**src/rtl/pc_stack.sv**
```systemverilog
// -----------------------------------------------------------------------------
// pc_stack -- hardware return-address stack for the DSP core program counter.
//
// Sits directly upstream of the PC register. A CALL pushes the return address
// and a RET pops it. `top` is muxed into the PC register's d input. `enable`
// tracks the PC register enable, so the stack and the PC stall together.
//
// Parameters:
//   W      address width (matches the PC register width)
//   DEPTH  number of entries (power of two, >= 2)
//
// Ports:
//   clk        rising-edge clock
//   reset_n    synchronous, active-low reset (clears pointer, count, flags)
//   enable     advance; when low all state holds and push/pop are ignored
//   push       push push_addr (CALL)
//   pop        pop the top entry (RET)
//   push_addr  return address to push
//   clr_err    clears the sticky error flags (honoured even when enable = 0)
//   top        current top-of-stack, 0 when empty
//   count      number of valid entries, 0..DEPTH
//   empty      count == 0
//   full       count == DEPTH
//   overflow   sticky: push attempted while full
//   underflow  sticky: pop attempted while empty
//
// Build option:
//   PC_STACK_CIRC_EN  when defined, a push while full overwrites the oldest
//                     entry, so the newest DEPTH addresses stay poppable.
//                     When undefined, a push while full is dropped.
//
// All outputs depend only on registered state.
// -----------------------------------------------------------------------------
module pc_stack #(
    parameter int W     = 32,
    parameter int DEPTH = 8,
    localparam int CW   = $clog2(DEPTH + 1)
) (
    input  logic          clk,
    input  logic          reset_n,
    input  logic          enable,
    input  logic          push,
    input  logic          pop,
    input  logic [W-1:0]  push_addr,
    input  logic          clr_err,
    output logic [W-1:0]  top,
    output logic [CW-1:0] count,
    output logic          empty,
    output logic          full,
    output logic          overflow,
    output logic          underflow
);

    localparam int AW = $clog2(DEPTH);
    localparam logic [CW-1:0] COUNT_MAX = CW'(DEPTH);

    // Storage is deliberately not reset. The contents are only observable
    // through entries counted as valid.
    logic [W-1:0]  mem_reg [DEPTH];

    logic [AW-1:0] wp_reg, wp_next;
    logic [CW-1:0] count_reg, count_next;
    logic          overflow_reg, overflow_next;
    logic          underflow_reg, underflow_next;

    logic          wr_en;
    logic [AW-1:0] wr_addr;
    logic          ovf_set;
    logic          unf_set;

    logic          empty_int;
    logic          full_int;
    logic [AW-1:0] wp_dec;

    assign empty_int = (count_reg == '0);
    assign full_int  = (count_reg == COUNT_MAX);
    assign wp_dec    = wp_reg - 1'b1;   // wraps modulo DEPTH

    // -------------------------------------------------------------------------
    // Next-state decode
    // -------------------------------------------------------------------------
    always_comb begin
        wr_en      = 1'b0;
        wr_addr    = wp_reg;
        wp_next    = wp_reg;
        count_next = count_reg;
        ovf_set    = 1'b0;
        unf_set    = 1'b0;

        if (enable) begin
            if (push && pop) begin
                if (empty_int) begin
                    // Nothing to replace, so this behaves as a plain push.
                    // An empty stack is never full because DEPTH >= 2.
                    wr_en      = 1'b1;
                    wr_addr    = wp_reg;
                    wp_next    = wp_reg + 1'b1;
                    count_next = count_reg + 1'b1;
                    unf_set    = 1'b1;
                end else begin
                    // Tail-call: replace the top entry in place.
                    wr_en   = 1'b1;
                    wr_addr = wp_dec;
                end
            end else if (push) begin
                if (!full_int) begin
                    wr_en      = 1'b1;
                    wr_addr    = wp_reg;
                    wp_next    = wp_reg + 1'b1;
                    count_next = count_reg + 1'b1;
                end else begin
                    ovf_set = 1'b1;
`ifdef PC_STACK_CIRC_EN
                    // When full, wp points at the oldest entry. Overwrite it
                    // and advance; count stays saturated at DEPTH.
                    wr_en   = 1'b1;
                    wr_addr = wp_reg;
                    wp_next = wp_reg + 1'b1;
`else
                    // The push is dropped and storage is left intact.
`endif
                end
            end else if (pop) begin
                if (!empty_int) begin
                    wp_next    = wp_dec;
                    count_next = count_reg - 1'b1;
                end else begin
                    unf_set = 1'b1;
                end
            end
        end

        // A new error in the same cycle as clr_err wins. unf_set and ovf_set
        // are only raised while enabled, but clr_err acts at any time.
        overflow_next  = ovf_set | (overflow_reg  & ~clr_err);
        underflow_next = unf_set | (underflow_reg & ~clr_err);
    end

    // -------------------------------------------------------------------------
    // Control state
    // -------------------------------------------------------------------------
    always_ff @(posedge clk) begin
        if (!reset_n) begin
            wp_reg        <= '0;
            count_reg     <= '0;
            overflow_reg  <= 1'b0;
            underflow_reg <= 1'b0;
        end else begin
            wp_reg        <= wp_next;
            count_reg     <= count_next;
            overflow_reg  <= overflow_next;
            underflow_reg <= underflow_next;
        end
    end

    // -------------------------------------------------------------------------
    // Storage. A write coinciding with reset is discarded.
    // -------------------------------------------------------------------------
    always_ff @(posedge clk) begin
        if (reset_n && wr_en) begin
            mem_reg[wr_addr] <= push_addr;
        end
    end

    // -------------------------------------------------------------------------
    // Outputs
    // -------------------------------------------------------------------------
    assign top       = empty_int ? '0 : mem_reg[wp_dec];
    assign count     = count_reg;
    assign empty     = empty_int;
    assign full      = full_int;
    assign overflow  = overflow_reg;
    assign underflow = underflow_reg;

endmodule

```
**config.mk**
```make
export PLATFORM = sky130hd
export DESIGN_NAME = pc_stack
export DESIGN_NICKNAME = d
export VERILOG_FILES = /design/src/rtl/pc_stack.sv
export SDC_FILE = /design/constraint.sdc
export NUM_CORES = 1
export LEC_CHECK = 0
export CAP_MARGIN = 20
export CORE_UTILIZATION = 55
export DETAILED_ROUTE_END_ITERATION = 8
export PLACE_DENSITY = 0.74
export SYNTH_ARGS = -nofsm -noshare
export SYNTH_HDL_FRONTEND = slang
export SYNTH_SLANG_ARGS = --single-unit
export TNS_END_PERCENT = 20
```
**constraint.sdc**
```tcl
create_clock -name clk -period 4.8 [get_ports clk]
set_clock_uncertainty 0.2 [all_clocks]
set_input_delay 0.96 -clock clk [delete_from_list [all_inputs] [get_ports clk]]
set_output_delay 0.96 -clock clk [all_outputs]
set_load 0.005 [all_outputs]
```
==> results by group <==
Finish
  • Max reg flops: approximately 260
  • Fin nets: 686
  • Area grow syn2layout: 18.4%
  • Fin cells: around 900
  • Share of cells above drive strength 1: 0.189
  • # fillers: ~1,200
  • N_diodes: 0

Synthesis
  • Number of synthesized flops with an enable pin: 256
  • Synth Instances: 560
  • Async SR Flop Fraction: 0
  • Post-synthesis average cell area: around 19 µm²
  • Sequential fraction of the synthesis area: 0.747
  • Syn Nets: approximately 600
  • Distinct cells, synth: 45
  • Yosys reg bits: 265
  • Main flop type after synthesis: edfxtp_1
  • Yosys warning count: 0
  • Synth Cell Area: 10,500 µm²

Clock tree
  • CTS clk-pin slew, worst paths: approximately 0.06 ns
  • Max Root-Sink Buffers: 3
  • H-tree levels: 1
  • Clk root buf: clkbuf_16
  • Clk_lat worst skew: 0.52 ns
  • CTS Buf Count: 26
  • CTS tree: yes
  • Clk sink count: 265
  • Cts repair resizes: 0

STA
  • Final hold slack: 0.338 ns
  • Normalized max-slew margin: 0.538
  • Tmin final: 4.51 ns
  • Final hold violation count: 0
  • RSZ-0062 raised after global routing: false
  • Tcrit/Tclk final: 0.939
  • Final setup violation count: 0
  • Worst-margin pin slew: 0.691 ns
  • Setup slack after layout: 0.295 ns
  • Final TNS setup: 0 ns
  • Fmax: between 200 and 250 MHz
  • Final Max Slew Viols: 0

Routing
  • DRC: 0
  • Routed vias: approximately 5,600
  • DR pass1 iterations: 5
  • DR WL/cell: approximately 24 µm
  • Iteration-0 DRC Markers: roughly 470
  • Final ANT Viol Nets: 0
  • Drt total wl: 21,400 µm
  • Via density: 6.21

Floorplan
  • Die ar.: 19,700 µm²
  • Vert. Die Dim: 140 µm
  • Num ports: 78
  • Initial Util: 0.562
  • Chip width: 140 µm
  • Row cnt: 50
  • Core footprint: around 19,000 µm²

Power and ir drop
  • Total power: 5240 µW
  • Register share of total power: 0.497
  • P_leak: 0.00399 µW
  • Peak supply drop: 322 µV
  • Switch share: 0.239
  • Clk pwr share: 0.343
  • Internal power: 3980 µW
  • PwrDens: 420 nW/µm²
  • Comb pwr share: 0.160
  • NetSw: 1250 µW

Outcome
  • Status: finished clean

GRT
  • First-pass GRT wire length: 32,800 µm
  • Total congestion overflow: 0
  • Gr usage total: 0.223
  • Largest net degree at the start of global routing: 73
  • Antenna violations before repair: 0
  • Vias in the first global route: about 5,800

Setup path
  • WP data arrival: 3.35 ns
  • Startpoint types: flip-flop
  • Worst endpoint required time: between 3 and 4 ns
  • Crit path buffers/inverters: 3
  • Delay-heaviest family, CP: buffers and inverters
  • CP cell instances: inv_1 > ha_4 > xnor2_2 > buf_4 > nand3_1 > nand2_1 > clkdlybuf4s50_1
  • Slowest CP cell: dfxtp_4
  • CP Class: flip-flop to output pin
  • Critical Path End Type: output pin
  • Max FO, Critical Path: 23
  • Worst path max stage delay: 0.59 ns

Flow run
  • Max-cap violations: 0

Placement
  • IO buf count: 77
  • Hpwl dp: 11,400 µm
  • Pre-CTS setup slack: slightly above 0.6 ns
  • GP Congestion: 0.786
  • Dpl cells: 849

Hold path
  • Hold Crit Class: flip-flop to flip-flop
==> worst min-delay path, stage by stage (launching register included) <==
cell     delay [ns]
dfxtp_1        0.36
nand2_1        0.08
o21ai_1        0.05
==> stage by stage <==
step / instance area, µm² / util
finish: 12500 / 0.665
global route: 12500 / 0.665
CTS: 12500 / 0.664
detailed placement: 11700 / 0.624
global placement: 11700 / 0.624
floorplan: 10500 / -
==> cell usage after synthesis, types with 2 or more instances <==
| cell type | instances | area share |
|---|---|---|
| nand2_1 | 44 | 0.016 |
| buf_2 | 9 | 0.0043 |
| or4_1 | 2 | 0.0014 |
| o211ai_1 | 4 | 0.0028 |
| edfxtp_1 | 256 | 0.73 |
| a211oi_1 | 2 | 0.0014 |
| o21ai_0 | 4 | 0.0019 |
| xnor2_1 | 3 | 0.0025 |
| buf_4 | 2 | 0.0014 |
| clkbuf_1 | 25 | 0.0089 |
| and3_1 | 3 | 0.0018 |
| o21ai_1 | 4 | 0.0019 |
| dfxtp_1 | 9 | 0.017 |
| nor2_1 | 11 | 0.0039 |
| ha_1 | 4 | 0.0047 |
| nand2b_1 | 4 | 0.0024 |
| nor4_1 | 2 | 0.0012 |
| nor4b_1 | 3 | 0.0025 |
| nor2b_1 | 2 | 0.0012 |
| a21oi_1 | 3 | 0.0014 |
| inv_1 | 8 | 0.0028 |
| a31oi_1 | 3 | 0.0018 |
| o22ai_1 | 2 | 0.0012 |
| mux4_2 | 64 | 0.14 |
| nor3_1 | 2 | 0.00095 |
| nand3_1 | 66 | 0.031 |
==> timing repair <==
| item | CTS | global route |
|---|---|---|
| hold buffers | 0 | 0 |
| endpoints found under the setup margin | 0 | 5 |
| buffers inserted | 0 | 1 |
==> final timing paths <==
kind	from	endpoint	slack (ns)	depth (start not counted)
max	wp_reg[0]$_SDFFE_PN0P_	top[20]	0.29	7
min	wp_reg[1]$_SDFFE_PN0P_	wp_reg[1]$_SDFFE_PN0P_	0.34	2
max reg2reg	count[0]$_SDFFE_PN0P_	mem_reg[0][6]$_DFFE_PP_	1.02	8
min reg2reg	wp_reg[1]$_SDFFE_PN0P_	wp_reg[1]$_SDFFE_PN0P_	0.34	2
==> cell usage in the layout, fill, tap and decap left out, types with 3 or more instances in the layout <==
master / count
dfxtp_1: 8
buf_4: 12
clkbuf_1: 5
o21ai_0: 4
buf_12: 5
ha_1: 3
inv_1: 8
clkbuf_16: 27
nand2_1: 44
a21oi_1: 3
mux4_2: 64
a31oi_1: 3
nor4b_1: 3
nand3_1: 66
o211ai_1: 4
o21ai_1: 4
nand2b_1: 4
clkinv_1: 13
edfxtp_1: 256
nor2_1: 3
clkdlybuf4s50_1: 77
nor2_4: 8
and3_1: 3
==> cell families (layout without fill, tap and decap cells) <==
kind of cell | Yosys count | after routing | synth area share
DFF | 265 | 265 | 0.747
and+or+nand+nor | 147 | 147 | 0.0690
buffers and inverters | 46 | 148 | 0.0189
xor gates and xnor gates | 4 | 4 | 0.00332
AOI/OAI and AO/OA | 29 | 29 | 0.0198
muxes | 65 | 65 | 0.138
adders and majority gates | 4 | 4 | 0.00475
==> layout make-up <==
type,instances,area (µm²),area share
clock buffer,32,694,0.0557
clock inverter,14,53.8,0.00431
inverter,8,30.0,0.00241
multi-input combinational,249,2570,0.206
sequential,265,7870,0.631
tap,234,293,0.0235
timing repair buffer,94,961,0.0770
==> layer usage <==
| metal | track usage | up-vias | share of wire |
|---|---|---|---|
| met1 | 0.304 | 2885 | 0.42 |
| li1 | - | 2437 | - |
| met2 | 0.378 | 214 | 0.52 |
| met5 | 0 | - | 0 |
| met3 | 0.0342 | 28 | 0.053 |
| met4 | 0.0630 | 0 | 0.015 |
==> power groups by stage <==
stage,clock network [µW],registers (µW),logic (µW)
2_1_floorplan,0,2640,476
3_3_place_gp,0,2650,817
3_5_place_dp,0,2650,829
4_1_cts,1820,2600,835
5_1_grt,1910,2610,900
6_report,1790,2600,839
(Power assumes the default switching activity.)
